## config.mk

```make
export PLATFORM = sky130hd
export DESIGN_NAME = avalon_reg_bank_slave_flat
export DESIGN_NICKNAME = d
export VERILOG_FILES = /design/src/rtl/avalon_reg_bank_slave_pkg.sv /design/src/rtl/avalon_reg_bank_slave_if.sv /design/src/rtl/avalon_reg_bank_slave_rd_pipe.sv /design/src/rtl/avalon_reg_bank_slave.sv /design/src/flat_wrapper.sv
export SDC_FILE = /design/constraint.sdc
export NUM_CORES = 1
export LEC_CHECK = 0
export CAP_MARGIN = 20
export CELL_PAD_IN_SITES_DETAIL_PLACEMENT = 1
export CELL_PAD_IN_SITES_GLOBAL_PLACEMENT = 2
export CORE_UTILIZATION = 43
export CTS_CLUSTER_DIAMETER = 150
export DETAILED_ROUTE_END_ITERATION = 7
export DONT_BUFFER_PORTS = 1
export GPL_ROUTABILITY_DRIVEN = 0
export GPL_TIMING_DRIVEN = 1
export HOLD_SLACK_MARGIN = 0.15
export PLACE_DENSITY_LB_ADDON = 0.05
export SLEW_MARGIN = 15
export SYNTH_ARGS = -nofsm -noshare
export SYNTH_HDL_FRONTEND = slang
export SYNTH_HIERARCHICAL = 1
export SYNTH_SLANG_ARGS = --single-unit
```

## constraint.sdc

```tcl
create_clock -name clk -period 6.2 [get_ports clk]
set_input_delay 0.31 -clock clk [delete_from_list [all_inputs] [get_ports clk]]
set_output_delay 0.31 -clock clk [all_outputs]
set_load 0.05 [all_outputs]
```

## src/rtl/avalon_reg_bank_slave_pkg.sv

```systemverilog
// Shared register map, STATUS layout and the byte-lane merge helper for the Avalon register bank.
package avalon_reg_bank_slave_pkg;

  localparam logic [1:0]  ADDR_REG0      = 2'd0;
  localparam logic [1:0]  ADDR_REG1      = 2'd1;
  localparam logic [1:0]  ADDR_REG2      = 2'd2;
  localparam logic [1:0]  ADDR_STATUS    = 2'd3;
  localparam int          STATUS_ERR_BIT = 31;
  localparam logic [30:0] WCOUNT_MAX     = 31'h7FFF_FFFF;

  typedef struct packed {
    logic        err;
    logic [30:0] wcount;
  } status_t;

  function automatic logic [31:0] byte_merge(input logic [31:0] old_q,
                                             input logic [31:0] new_d,
                                             input logic [3:0]  be);
    logic [31:0] res;
    res = old_q;
    for (int k = 0; k < 4; k++) begin
      if (be[k]) res[8*k +: 8] = new_d[8*k +: 8];
    end
    return res;
  endfunction

endpackage

```

## src/rtl/avalon_reg_bank_slave_if.sv

```systemverilog
// Avalon-MM bus bundle between the read-increment-write master and the register bank slave.
interface avalon_reg_bank_slave_if;

  logic [1:0]  address;
  logic        read;
  logic        write;
  logic [3:0]  byteenable;
  logic [31:0] writedata;
  logic        waitrequest;
  logic [31:0] readdata;
  logic        readdatavalid;

  modport master (
    output address, read, write, byteenable, writedata,
    input  waitrequest, readdata, readdatavalid
  );

  modport slave (
    input  address, read, write, byteenable, writedata,
    output waitrequest, readdata, readdatavalid
  );

endinterface

```

## src/rtl/avalon_reg_bank_slave_rd_pipe.sv

```systemverilog
// Fixed-latency read return pipe: LATENCY cycles from in_vld to out_vld, no backpressure (always accepts).
// Synchronous flush drops every in-flight read; out_dat is forced to zero whenever out_vld is low.
module avalon_reg_bank_slave_rd_pipe #(
  parameter int LATENCY = 2,
  parameter int W       = 32
) (
  input  logic         clk,
  input  logic         reset,
  input  logic         in_vld,
  input  logic [W-1:0] in_dat,
  output logic         out_vld,
  output logic [W-1:0] out_dat
);

  logic [LATENCY-1:0] vld_sr;
  logic [W-1:0]       dat_sr [LATENCY];

  always_ff @(posedge clk) begin
    if (reset) begin
      vld_sr <= '0;
      for (int i = 0; i < LATENCY; i++) dat_sr[i] <= '0;
    end else begin
      vld_sr[0] <= in_vld;
      dat_sr[0] <= in_vld ? in_dat : '0;
      for (int i = 1; i < LATENCY; i++) begin
        vld_sr[i] <= vld_sr[i-1];
        dat_sr[i] <= dat_sr[i-1];
      end
    end
  end

  assign out_vld = vld_sr[LATENCY-1];
  assign out_dat = vld_sr[LATENCY-1] ? dat_sr[LATENCY-1] : '0;

endmodule

```

## src/rtl/avalon_reg_bank_slave.sv

```systemverilog
// Avalon-MM slave: 3 RW regs + STATUS; WAIT_STATES stall cycles per request, reads return after READ_LATENCY.
// Backpressure via combinational waitrequest; accepted reads stream back-to-back through the read pipe.
module avalon_reg_bank_slave
  import avalon_reg_bank_slave_pkg::*;
#(
  parameter int WAIT_STATES  = 1,
  parameter int READ_LATENCY = 2
) (
  input  logic                      clk,
  input  logic                      reset,
  avalon_reg_bank_slave_if.slave    bus,
  output logic [31:0]               reg0_q
);

  localparam logic [2:0] WS_LAST = 3'(WAIT_STATES);

  logic [2:0]  ws_cnt;
  logic        req;
  logic        stall;
  logic        accept;
  logic        wr_acc;
  logic        rd_acc;
  logic [31:0] reg0;
  logic [31:0] reg1;
  logic [31:0] reg2;
  logic        status_err;
  logic [30:0] status_wcount;
  status_t     status_rd;
  logic [31:0] rd_mux;

  assign req     = bus.read | bus.write;
  assign stall   = req & (ws_cnt != WS_LAST);
  assign accept  = req & ~stall;
  // read+write together is a protocol error and is serviced as a write only
  assign wr_acc  = accept & bus.write;
  assign rd_acc  = accept & bus.read & ~bus.write;

  assign bus.waitrequest = stall;
  assign reg0_q          = reg0;

  always_ff @(posedge clk) begin
    if (reset || accept || !req) ws_cnt <= 3'd0;
    else                         ws_cnt <= ws_cnt + 3'd1;
  end

  always_ff @(posedge clk) begin
    if (reset) begin
      reg0          <= '0;
      reg1          <= '0;
      reg2          <= '0;
      status_err    <= 1'b0;
      status_wcount <= '0;
    end else if (wr_acc) begin
      case (bus.address)
        ADDR_REG0: reg0 <= byte_merge(reg0, bus.writedata, bus.byteenable);
        ADDR_REG1: reg1 <= byte_merge(reg1, bus.writedata, bus.byteenable);
        ADDR_REG2: reg2 <= byte_merge(reg2, bus.writedata, bus.byteenable);
        default: begin
          if (bus.byteenable[3] && bus.writedata[STATUS_ERR_BIT]) status_err <= 1'b0;
        end
      endcase
      if (bus.address != ADDR_STATUS && status_wcount != WCOUNT_MAX)
        status_wcount <= status_wcount + 31'd1;
      // placed after the clear so a simultaneous protocol error keeps ERR set
      if (bus.read) status_err <= 1'b1;
    end
  end

  always_comb begin
    status_rd.err    = status_err;
    status_rd.wcount = status_wcount;
    case (bus.address)
      ADDR_REG0: rd_mux = reg0;
      ADDR_REG1: rd_mux = reg1;
      ADDR_REG2: rd_mux = reg2;
      default:   rd_mux = status_rd;
    endcase
  end

  avalon_reg_bank_slave_rd_pipe #(
    .LATENCY (READ_LATENCY),
    .W       (32)
  ) u_rd_pipe (
    .clk     (clk),
    .reset   (reset),
    .in_vld  (rd_acc),
    .in_dat  (rd_mux),
    .out_vld (bus.readdatavalid),
    .out_dat (bus.readdata)
  );

endmodule

```

## src/flat_wrapper.sv

```systemverilog
// flat-port wrapper written by rule: the top's interface ports become plain ports
module avalon_reg_bank_slave_flat import avalon_reg_bank_slave_pkg::*;
#(
  parameter int WAIT_STATES  = 1,
  parameter int READ_LATENCY = 2
)
  (clk, reset, reg0_q, bus_address, bus_read, bus_write, bus_byteenable, bus_writedata, bus_waitrequest, bus_readdata, bus_readdatavalid);
  avalon_reg_bank_slave_if bus_i ();
  input  logic clk;
  input  logic reset;
  output logic [31:0] reg0_q;
  input wire logic [$bits(bus_i.address)-1:0] bus_address;
  input wire logic [$bits(bus_i.read)-1:0] bus_read;
  input wire logic [$bits(bus_i.write)-1:0] bus_write;
  input wire logic [$bits(bus_i.byteenable)-1:0] bus_byteenable;
  input wire logic [$bits(bus_i.writedata)-1:0] bus_writedata;
  output wire logic [$bits(bus_i.waitrequest)-1:0] bus_waitrequest;
  output wire logic [$bits(bus_i.readdata)-1:0] bus_readdata;
  output wire logic [$bits(bus_i.readdatavalid)-1:0] bus_readdatavalid;
  assign bus_i.address = bus_address;
  assign bus_i.read = bus_read;
  assign bus_i.write = bus_write;
  assign bus_i.byteenable = bus_byteenable;
  assign bus_i.writedata = bus_writedata;
  assign bus_waitrequest = bus_i.waitrequest;
  assign bus_readdata = bus_i.readdata;
  assign bus_readdatavalid = bus_i.readdatavalid;
  avalon_reg_bank_slave #(.WAIT_STATES(WAIT_STATES), .READ_LATENCY(READ_LATENCY)) u_core (.clk(clk), .reset(reset), .bus(bus_i), .reg0_q(reg0_q));
endmodule
```

# Yosys cells after proc, flatten, opt, wreduce, memory -nomap -nowiden
# Memory sizes are Yosys's and may differ from the RTL's.
# Index checks and enable logic that the tools add are counted.
dict set report totals {
  mem_count 1
  ramBits 64
  ff_bits 133
  latchBits 0
  out_inout_bits 66
  elab_cells 68
  in_bits 42
  mem_bits_ro 0
}
# memory depth width rd rd_clocked_by_memory_dff wr line
set memory_table {}
lappend memory_table {u_core.u_rd_pipe.dat_sr 2 32 2 0 2 avalon_reg_bank_slave_rd_pipe.sv:16} ;# logic [W-1:0] dat_sr [LATENCY];
dict set report op_classes {
  shifts 0
  bitwise 10
  n_eq_ne 6
  multipliers 0
  n_mux 11
  n_div 0
  order_cmp 0
  n_addsub 2
  reduce_logical 22
}
# cell count
set op_table {}
lappend op_table {{$mux W32} 4}
lappend op_table {{$pmux W32 S3} 1}
lappend op_table {{$reduce_and A3 Y1} 13}
lappend op_table {{$add A31 B1 Y31 const B} 1}
lappend op_table {{$ne A31 B31 Y1 const B} 1}
lappend op_table {{$mux W1} 6}
lappend op_table {{$and A1 B1 Y1} 5}
lappend op_table {{$add A3 B1 Y3 const B} 1}
lappend op_table {{$ne A3 B1 Y1 const B} 1}
lappend op_table {{$or A1 B1 Y1} 3}
lappend op_table {{$reduce_or A3 Y1} 1}
lappend op_table {{$eq A2 B1 Y1 const B} 1}
lappend op_table {{$eq A2 B2 Y1 const B} 1}
lappend op_table {{$logic_and A1 B1 Y1} 2}
lappend op_table {{$logic_not A2 Y1} 1}
lappend op_table {{$logic_or A1 B1 Y1} 2}
lappend op_table {{$ne A2 B1 Y1 const B} 1}
lappend op_table {{$ne A2 B2 Y1 const B} 1}
lappend op_table {{$not A1 Y1} 2}
lappend op_table {{$reduce_and A2 Y1} 1}
lappend op_table {{$reduce_bool A2 Y1} 1}
lappend op_table {{$logic_not A1 Y1} 1}

# Longest topological paths before layout
# Gate-level depths: netlist (run 1).
dict set report logic_depth {
  ltp_word 8
  mapped_depth 8
  ltp_nobuf 7
}

# Cells and area by module
# Netlist (run 1), hierarchy kept.
# mod area_per_inst_um2 instances seq_area_each_um2 cells_per_inst
set by_module_without_submodules {}
lappend by_module_without_submodules {avalon_reg_bank_slave 6185.9 1 2622.5 669}
lappend by_module_without_submodules {avalon_reg_bank_slave_rd_pipe 2098.3 1 1321.3 177}

# Worst setup path before layout (run 1)
# OpenSTA, ideal clock, no wires.
dict set report synth_timing {
  path_kind {reg-to-reg}
  from {register u_core.status_wcount[0]}
  to {register u_core.status_wcount[20]}
  synth_period_minus_slack_ps 1982
  t_required_ps 6079
  setup_slack_ps 4218
  arrival_ps 1861
  setup_ps 121
  stages_incl_launch_ff 9
  n_path_buf 2
  path_cell_list {dfxtp_1 -> ha_1 -> and4_1 -> nand2_1 -> and4bb_1 -> buf_6 -> buf_8 -> nor4_2 -> mux2_4}
}
dict set report synth_via {
  elab_chain_len 3
  word_cells_on_any_way 4
  cone_classes {add/sub: 1; eq/ne: 1; reduce/logical: 2}
}
# item line
set synth_rtl {}
lappend synth_rtl {{start: declaration} avalon_reg_bank_slave.sv:27} ;# logic [30:0] status_wcount;
lappend synth_rtl {{start signal: assignment} avalon_reg_bank_slave.sv:63} ;# status_wcount <= status_wcount + 31'd1;
lappend synth_rtl {{branches (longest 3 deep; another with $add A31 B1 Y31)} n/a}
# Parallel ways; which one is timed is not known.
# A chain may end at the register's enable or synchronous reset.

# Worst setup path in the final report (run 1)
dict set report layout_timing {
  from {register u_core.ws_cnt[0]}
  to {register u_core.reg0[22] (netlist: u_core/reg0_q[22])}
}
dict set report layout_via {
  elab_chain_len 6
}
# item line
set layout_rtl {}
lappend layout_rtl {{start: declaration} avalon_reg_bank_slave.sv:17} ;# logic [2:0] ws_cnt;
lappend layout_rtl {{start signal: assignment} avalon_reg_bank_slave.sv:43} ;# else ws_cnt <= ws_cnt + 3'd1;
lappend layout_rtl {{$ne A3 B1 Y1} avalon_reg_bank_slave.sv:32} ;# assign stall = req & (ws_cnt != WS_LAST);
lappend layout_rtl {{$and A1 B1 Y1} avalon_reg_bank_slave.sv:32}
lappend layout_rtl {{$not A1 Y1} avalon_reg_bank_slave.sv:33} ;# assign accept = req & ~stall;
lappend layout_rtl {{$and A1 B1 Y1} avalon_reg_bank_slave.sv:33}
lappend layout_rtl {{$and A1 B1 Y1} avalon_reg_bank_slave.sv:35} ;# assign wr_acc = accept & bus.write;
lappend layout_rtl {{$reduce_and A3 Y1 (no line)} n/a}
lappend layout_rtl {{end signal: assignment} avalon_reg_bank_slave.sv:55} ;# ADDR_REG0: reg0 <= byte_merge(reg0, bus.writedata, bus.byteenable);
lappend layout_rtl {{end: declaration} avalon_reg_bank_slave.sv:23} ;# logic [31:0] reg0;
# Every way passes these cells.

==> results of run 1 <==
-- metal layers --
metal  vias up  track usage, %  share of wire [%]  wire [µm]
met5         -               0                  0          0
met2       135           39.59                 47      11150
met4         0           7.780                1.2        298
met1      3282           34.03                 47      11300
met3        23           5.367                4.7       1110
li1       3056               -                  -          -
-- placed cells by master (no fill, tap or decap), types with 3 or more instances in the layout --
cell type      Yosys  routed
a211oi_1           3       3
a21oi_1           83      83
and2_1            38      38
and3_1             4       4
and3b_1           33      33
and4_1             5       5
buf_4              1       3
clkbuf_16          0      17
dfxtp_1          197     196
dlygate4sd3_1      0      59
ha_1               3       3
inv_1              6       6
inv_6              0       4
inv_8              0       3
mux2_1             4       4
mux2i_1           34      34
mux4_2            32      32
nand2_1           88      88
nand3_1           80      80
nand4_1           13      13
nor2_1            53      53
nor2b_1           39      39
nor4_1             8       8
o21ai_0            6       6
o21ai_1            5       5
o31ai_1            5       5
or3_1             11      11
or4_1              5       5
xnor2_1            6       6
-- power groups by stage --
stage	combinational (mW)	clock, mW	sequential [mW]
final	0.111	1.07	1.28
after global routing	0.119	1.14	1.29
after CTS	0.111	1.09	1.28
after detailed placement	0.0533	0	1.31
after global placement	0.0517	0	1.31
after floorplan	0.0761	0	1.31
-- worst max path at each step --
stage / endpoint / slack [ns] / cells after the start
after floorplan: u_core/status_wcount[20] / 4.22 / 8
after global placement: u_core/reg0_q[16] / 3.82 / 7
after detailed placement: u_core/reg0_q[23] / 3.74 / 7
after CTS: u_core/reg0_q[18] / 3.63 / 7
after global routing: u_core/reg0_q[22] / 3.43 / 7
final: u_core/reg0_q[22] / 3.59 / 7
-- logic make-up (layout without fill, tap and decap cells) --
kind of cell             count (synthesis)  count (layout)
AND/OR/NAND/NOR                        393             393
multiplexers                            71              71
AO/OA/AOI/OAI                          110             110
buffers and inverters                   64             101
other                                    0               2
adder cells (fa/ha/maj)                  3               3
XOR/XNOR                                 8               8
flip-flops                             197             197
-- sequential cells by signal (all words and copies together) (netlist names) --
register                 flops
u_core/reg0_q               32
u_core/reg1                 32
u_core/u_rd_pipe/vld_sr      2
u_core/status_err            1
u_core/ws_cnt                3
u_core/reg2                 32
u_core/status_wcount        31
u_core/u_rd_pipe/dat_sr     64
-- metrics by stage --
stage | area [µm²] | total power [mW] | utilization, % | hold slack [ns] | instances
6_report | 9532 | 2.463 | 50.79 | 0.1690 | 1119
3_3_place_gp | 8339 | 1.365 | 44.43 | 0.3925 | 1025
3_5_place_dp | 8339 | 1.367 | 44.43 | 0.3935 | 1025
5_1_grt | 9527 | 2.547 | 50.76 | 0.1961 | 1117
4_1_cts | 9525 | 2.490 | 50.75 | 0.1615 | 1117
2_1_floorplan | 8284 | 1.388 | - | 0.4138 | 846
-- cell type report --
| cell class | count | area [µm²] | area share, % |
|---|---|---|---|
| inverters | 6 | 22.52 | 0.2363 |
| well taps | 234 | 292.8 | 3.072 |
| clock buffers | 18 | 429.2 | 4.502 |
| multi-input cells | 585 | 4058 | 42.57 |
| repair buffers | 63 | 640.6 | 6.721 |
| diodes | 2 | 5.005 | 0.05251 |
| clock inverters | 14 | 138.9 | 1.457 |
| flip-flops and latches | 197 | 3945 | 41.39 |
-- worst register-to-register path, cell delays in order (launching register included) --
cell and delay, ns:
dfxtp_1 0.37, ha_1 0.25, nand3b_1 0.24, nor3_4 0.36, buf_4 0.43, nand3_1 0.17, dlygate4sd3_1 0.59, a21oi_1 0.12
==> metrics, run 1 <==
Final nets=915; worst path required time=6.55 ns; number of H-tree levels=4; layout cell share with drive strength beyond 1=9.060%; clk slew on worst S/H paths=around 0.08 ns; die width=140.8 µm; latest clock arrival within the worst-skew pair=0.44 ns; critical path capture point type=flop; type of the most critical hold path=input port to flop; compound-cell area share of the yosys netlist=7.416%; Yosys Warn Count=6; crit path DAT=2.96 ns; Largest stage delay, worst path=0.59 ns; Port Buffers=0; cts bufs inserted=17; status=finished, final reports clean; pwr dens=between 200 and 300 nW/µm²; post-synth net total=slightly below 900; switch share=24.79%; FFs w/ async S/R, synth=0%; HP Start=bus_byteenable[3]; initial antenna violation count=2; Die H=about 140 µm; I/O pins=108; Internal Pwr Total=1.852 mW; largest family of logic cells by synthesized area=simple AND/OR/NAND/NOR gates; Clk pwr share=43.3%; crit-path cells=ha_1 -> nand3b_1 -> nor3_4 -> buf_4 -> nand3_1 -> dlygate4sd3_1 -> a21oi_1; drt pass-1 iters=4; number of global-route vias before repair=6859; WL/cell=21.32 µm; routed wire length=23860 µm; FF-to-FF setup slack=3.59 ns; Core ar.=between 15000 and 20000 µm²; die area=19820 µm²; RSZ-0062 raised after global routing=no; CTS Hold Bufs=60; setup slack after layout=~3.6 ns; Synth Cell Area=8284 µm²; Fin Clk Skew=0.01466 ns; critical-path maximum fanout=27; CP startpoint=u_core/ws_cnt[0]; initial DRC count=396; final setup fails=0; pin count of the biggest net entering global routing=between 150 and 200; Hold Fails Final Rpt=0; count leader, synth=dfxtp_1; fmax=roughly 0.38 GHz; Crit path max-delay family=buffers and inverters; Max Root-Sink Buffers=2; Initial Util=44.14%; top cells by count, synth=dfxtp_1 (197), nand2_1 (88), a21oi_1 (83); CP Launch Type=flop; Filler Cell Count=2079; Detail Placement HPWL=15350 µm; worst r2r path cells=7; worst setup path class=flop to flop; worst r2r src=u_core/ws_cnt[0]; Max IR drop VDD=about 0.19 mV; DR DRC count=0; Crit path buffers/inverters=2; max-slew violations=0; total congestion overflow=0; post-cts sizing count=0; Cells after Synth=around 850; crit path time final=around 2.6 ns; area grow syn2layout=15.06%; Vias=6496; Distinct cells, synth=54; number of synthesized register bits=approximately 200; Synth area leaders=dfxtp_1 (48%), mux4_2 (8.7%), a21oi_1 (5.0%); relative slew slack=a little under a quarter; max_cap viols=0; Total GRT Usage=24.96%; CTS root buf=clkbuf_16; pre-CTS setup slack=approximately 3.7 ns; Reg power frac=~52%; Synth Area in Adders=less than 1%; Least-Margin Pin Slew=between 1 and 1.5 ns; post-DR vias/cell=5.805; Yosys top cell area share=47.61%; Tcrit/Tclk final=42.03%; Logic pwr share=4.5%; Seq/Total Area, Yosys=47.61%; Sum Neg Setup Slack=0 ns; CTS sink cnt=197; Post-Synth Simple-Gate Area=26.40%; syn avg cell area=9.792 µm²; mux share of post-synthesis cell area=a little over an eighth; Rows=50; Hold Path End=u_core/status_err; Post-synth EDFFs=0; worst hold path stage count=3; post-route ant nets=0; r2r endpoint=u_core/reg0_q[22]; cell taking the most area after synthesis=dfxtp_1; Post-CTS Setup Bufs=0; Pleak=about 3.3 nW; CP max-delay cell=dlygate4sd3_1; net switching power=0.6104 mW; CTS tree=built; first-pass GRT wire length=37900 µm; predominant post-synthesis flop cell=dfxtp_1; Post-Synth XOR/XNOR Area=0.8458%
(Power assumes the default switching activity.)
==> run 2: changes to the inputs <==
--- a/config.mk
+++ b/config.mk
@@ -8,7 +8,7 @@
 export CAP_MARGIN = 20
 export CELL_PAD_IN_SITES_DETAIL_PLACEMENT = 1
 export CELL_PAD_IN_SITES_GLOBAL_PLACEMENT = 2
-export CORE_UTILIZATION = 43
+export CORE_UTILIZATION = 40
 export CTS_CLUSTER_DIAMETER = 150
 export DETAILED_ROUTE_END_ITERATION = 7
 export DONT_BUFFER_PORTS = 1
==> constraint.sdc (replaced) <==
create_clock -name clk -period 2.6 [get_ports clk]
set_input_delay 0.13 -clock clk [delete_from_list [all_inputs] [get_ports clk]]
set_output_delay 0.13 -clock clk [all_outputs]
set_load 0.05 [all_outputs]
==> metrics, run 2 (synthesis results as in run 1) <==
Max IR drop VDD=0.4103 mV; max reg flops=64; r2r endpoint=u_core/reg2[19]; Rows=52; max_cap viols=0; worst hold path stage count=2; I/O pins=108; CP max-delay cell=dlygate4sd3_1; initial DRC count=470; Filler Cell Count=2246; Internal Pwr Total=4.466 mW; placed instance area=about 8500 µm²; Hold Fails Final Rpt=0; worst setup path class=flop to flop; HP Start=reset; post-route ant nets=0; status=finished, final reports clean; post-DR vias/cell=5.698; number of global-route vias before repair=about 7.1k; CTS tree=built; Initial Util=40.81%; pwr dens=585.2 nW/µm²; worst path required time=2.93 ns; Vias=6906; WL/cell=22.33 µm; FF-to-FF setup slack=0.11 ns; Port Buffers=0; Logic pwr share=5.0%; net switching power=1.563 mW; CP Launch Type=flop; type of the most critical hold path=input port to flop; worst r2r path cells=9; first-pass GRT wire length=roughly 42000 µm; critical path capture point type=flop; clk slew on worst S/H paths=0.08 ns; switch share=25.92%; most common cell after layout, fill and taps aside=dfxtp_1; Least-Margin Pin Slew=0.7136 ns; DR DRC count=0; Total GRT Usage=25.92%; die width=145.9 µm; crit-path cells=ha_2 -> nand4b_1 -> nor2_1 -> buf_4 -> and2_2 -> buf_4 -> mux2i_1 -> nor2_1 -> dlygate4sd3_1; crit path time final=roughly 2.5 ns; Detail Placement HPWL=16730 µm; Tcrit/Tclk final=between 90% and 100%; die area=21290 µm²; Crit path max-delay family=buffers and inverters; worst r2r src=u_core/ws_cnt[0]; number of H-tree levels=4; CTS root buf=clkbuf_16; Final nets=just under 1k; CTS sink cnt=197; hold_ws=0.1420 ns; cts bufs inserted=17; most frequent cells in the layout=dfxtp_1 (192), dlygate4sd3_1 (103), nand2_1 (84), a21oi_1 (83), nand3_1 (79); fmax=0.4020 GHz; Largest stage delay, worst path=0.56 ns; Crit path buffers/inverters=3; Reg power frac=about half; Pleak=around 3.7 nW; max-slew violations=0; Hold Path End=u_core/reg2[17]; Core ar.=20300 µm²; total congestion overflow=0; Max Root-Sink Buffers=2; area grow syn2layout=24.36%; initial antenna violation count=1; crit path DAT=2.82 ns; critical-path maximum fanout=5; latest clock arrival within the worst-skew pair=0.45 ns; Clk pwr share=44.2%; routed wire length=roughly 27000 µm; pin count of the biggest net entering global routing=150; Final Instance Area=approximately 10000 µm²; Most flops, register=u_core/u_rd_pipe/dat_sr; fin util=50.75%; relative slew slack=52.36%; layout cell share with drive strength beyond 1=12.01%; Fin Clk Skew=between 0.015 and 0.02 ns; Die H=145.9 µm; final setup fails=0; drt pass-1 iters=5
[run 2: repair_timing]
action / CTS / global route
hold buffers: 105 / 1
endpoints found under the setup margin: 0 / 37
endpoints found under the hold margin: 197 / 5
gates resized for setup: 0 / 22
buffers inserted: 0 / 3
[run 2: layout make-up]
| class | count | area [µm²] | area share (%) |
|---|---|---|---|
| multi-input combinational | 585 | 4113 | 39.92 |
| sequential | 197 | 3950 | 38.34 |
| timing repair buffer | 121 | 1269 | 12.31 |
| clock buffer | 17 | 425.4 | 4.129 |
| tap | 270 | 337.8 | 3.279 |
| clock inverter | 15 | 182.7 | 1.773 |
| inverter | 6 | 22.52 | 0.2186 |
| antenna | 1 | 2.502 | 0.02429 |
[run 2: how the worst max path moves through the flow]
stage	start	to	slack (ns)	depth (start not counted)
2_1_floorplan	u_core/status_wcount[0]	u_core/status_wcount[20]	0.62	8
3_3_place_gp	u_core/status_wcount[0]	u_core/status_wcount[15]	0.36	6
3_5_place_dp	u_core/status_wcount[0]	u_core/status_wcount[15]	0.21	6
4_1_cts	u_core/ws_cnt[0]	u_core/reg1[23]	0.004	8
5_1_grt	u_core/status_wcount[11]	u_core/status_wcount[27]	-0.004	6
6_report	u_core/ws_cnt[0]	u_core/reg2[19]	0.11	9
[run 2: layer usage]
metal  track usage, %  share of wire (%)
met5                0                  0
met4            8.368                2.0
met3            6.332                5.8
met2            40.55                 46
met1            35.11                 46
[run 2: power groups by stage]
stage	Sequential [mW]	Clock [mW]	Combinational (mW)
floorplan	3.13	0	0.182
global route	3.07	2.88	0.321
detailed placement	3.13	0	0.136
CTS	3.06	2.73	0.289
finish	3.06	2.67	0.301
global placement	3.13	0	0.133
[run 2: stage by stage]
stage                 TNS, ns  std cells  total power [mW]  setup WS, ns
CTS                         0       1206             6.080      0.003855
finish                      0       1212             6.029        0.1124
global placement            0       1069             3.265        0.3597
detailed placement          0       1069             3.271        0.2089
floorplan                   0        846             3.309        0.6175
global route        -0.003781       1211             6.262     -0.003781
==> run 3: changes to the inputs <==
--- a/config.mk
+++ b/config.mk
@@ -8,14 +8,15 @@
 export CAP_MARGIN = 20
 export CELL_PAD_IN_SITES_DETAIL_PLACEMENT = 1
 export CELL_PAD_IN_SITES_GLOBAL_PLACEMENT = 2
+export CORE_MARGIN = 4
 export CORE_UTILIZATION = 40
 export CTS_CLUSTER_DIAMETER = 150
 export DETAILED_ROUTE_END_ITERATION = 7
 export DONT_BUFFER_PORTS = 1
 export GPL_ROUTABILITY_DRIVEN = 0
-export GPL_TIMING_DRIVEN = 1
+export GPL_TIMING_DRIVEN = 0
 export HOLD_SLACK_MARGIN = 0.15
-export PLACE_DENSITY_LB_ADDON = 0.05
+export PLACE_DENSITY_LB_ADDON = 0.1
 export SLEW_MARGIN = 15
 export SYNTH_ARGS = -nofsm -noshare
 export SYNTH_HDL_FRONTEND = slang
==> metrics, run 3 (synthesis results as in run 1) <==
status=finished, final reports clean; cts bufs inserted=17; critical-path maximum fanout=5; WL/cell=22.43 µm; clk slew on worst S/H paths=~0.080 ns; max reg flops=64; Die H=around 150 µm; critical path capture point type=flop; type of the most critical hold path=input port to flop; Tcrit/Tclk final=97.52%; Max Root-Sink Buffers=2; die area=23080 µm²; initial antenna violation count=2; number of H-tree levels=4; max-slew violations=0; worst setup path class=flop to flop; crit path time final=2.536 ns; first-pass GRT wire length=41080 µm; latest clock arrival within the worst-skew pair=0.43 ns; Rows=52; area grow syn2layout=16.45%; die width=151.9 µm; Pwr Total=6.013 mW; Port Buffers=0; pre-CTS setup slack=just over 0.05 ns; Core ar.=20300 µm²; routed wire length=26690 µm; number of global-route vias before repair=7089; worst path required time=around 2.9 ns; Total GRT Usage=22.72%; relative slew slack=26.92%; Vias=6760; Pleak=roughly 3.4 nW; Final nets=951; worst r2r src=u_core/status_wcount[0]; crit path DAT=2.83 ns; most frequent cells in the layout=dfxtp_1 (197), nand2_1 (88), a21oi_1 (83), nand3_1 (80), nor2_1 (53); CTS sink cnt=197; setup slack after layout=0.06436 ns; CTS root buf=clkbuf_16; final setup fails=0; Max IR drop VDD=0.4470 mV; I/O pins=108; Least-Margin Pin Slew=1.096 ns; CP max-delay cell=o311ai_1; drt pass-1 iters=5; pin count of the biggest net entering global routing=21; CTS tree=built; CP startpoint=u_core/status_wcount[0]; pwr dens=623.3 nW/µm²; RSZ-0062 raised after global routing=yes; CP Launch Type=flop; total congestion overflow=0; max_cap viols=0; crit-path cells=ha_1 -> and4_1 -> nand3_1 -> o311ai_1 -> or3_1 -> a21oi_1; HP Start=bus_byteenable[1]; layout cell share with drive strength beyond 1=between 10% and 20%; fmax=0.3944 GHz; Hold Fails Final Rpt=0; Detail Placement HPWL=19970 µm; post-route ant nets=0; post-DR vias/cell=5.681; DR DRC count=0; Initial Util=40.81%; Fin Clk Skew=0.01032 ns; Largest stage delay, worst path=between 0.6 and 0.7 ns; Most flops, register=u_core/u_rd_pipe/dat_sr; most common cell after layout, fill and taps aside=dfxtp_1; initial DRC count=between 400 and 500
==> run 3: changes by cell type in the layout (fill, tap and decap cells not counted), moves of 4 or more <==
cell and delta:
buf_1 +5, buf_2 +20, buf_6 +4, dfxtp_1 +5
and2_2 -4, dlygate4sd3_1 -63, buf_4 -10, clkbuf_1 +28
dfxtp_2 -5, nand2_2 -4, nand2_1 +4, and2_1 +4
==> run 3: cell type report <==
cell class                      instances  area, µm²
Clock buffer                           18      429.2
Multi-Input combinational cell        585       4061
Tap cell                              270      337.8
Timing Repair Buffer                   41      407.9
Antenna cell                            1      2.502
Fill cell                            2307      10650
Clock inverter                         14      153.9
Inverter                                6      22.52
Buffer                                 58      287.8
Sequential cell                       197       3944
==> run 3: critical path, delay by kind of cell (launching register included) <==
kind / cells / cell delay, ns
and+or+nand+nor: 3 / 0.85
AOI/OAI and AO/OA: 2 / 0.75
DFF: 1 / 0.49
adders and majority gates: 1 / 0.30
==> run 3: final timing paths <==
check / endpoint / slack [ns] / depth (start not counted)
min: u_core/reg1[9] / 0.17 / 3
min reg2reg: u_core/u_rd_pipe/dat_sr[0][39] / 0.44 / 1
max reg2reg: u_core/status_wcount[4] / 0.06 / 6
max: u_core/status_wcount[4] / 0.06 / 6
==> run 3: timing repair <==
| action | 4_1_cts | 5_1_grt |
|---|---|---|
| setup buffers | 0 | 0 |
| gates resized for setup | 0 | 4 |
| endpoints found under the setup margin | 0 | 23 |
| hold buffers | 40 | 0 |
| hold endpoints to repair | 142 | 0 |
==> run 3: report_power, final <==
group,switching (mW),internal [mW]
sequential,0.0303,3.03
clock,1.32,1.29
combinational,0.221,0.120
total,1.57,4.45
==> run 3: per-layer routing <==
layer  vias to the layer above  track usage (%)  wire [µm]
li1                       3137                -          -
met1                      3379            28.48      11400
met2                       198            38.63      13040
met3                        44            5.290       1629
met4                         2            7.705        615
met5                         -                0         13
==> run 3: through the flow <==
stage	std cells	hold WS [ns]	utilization (%)	TNS (ns)	area [µm²]
floorplan	846	0.2705	-	0	8284
global placement	1116	0.2792	42.47	0	8622
detailed placement	1117	0.2867	42.54	0	8636
CTS	1189	0.1611	47.39	0	9619
global route	1190	0.2186	47.52	-0.02534	9647
finish	1190	0.1729	47.52	0	9647
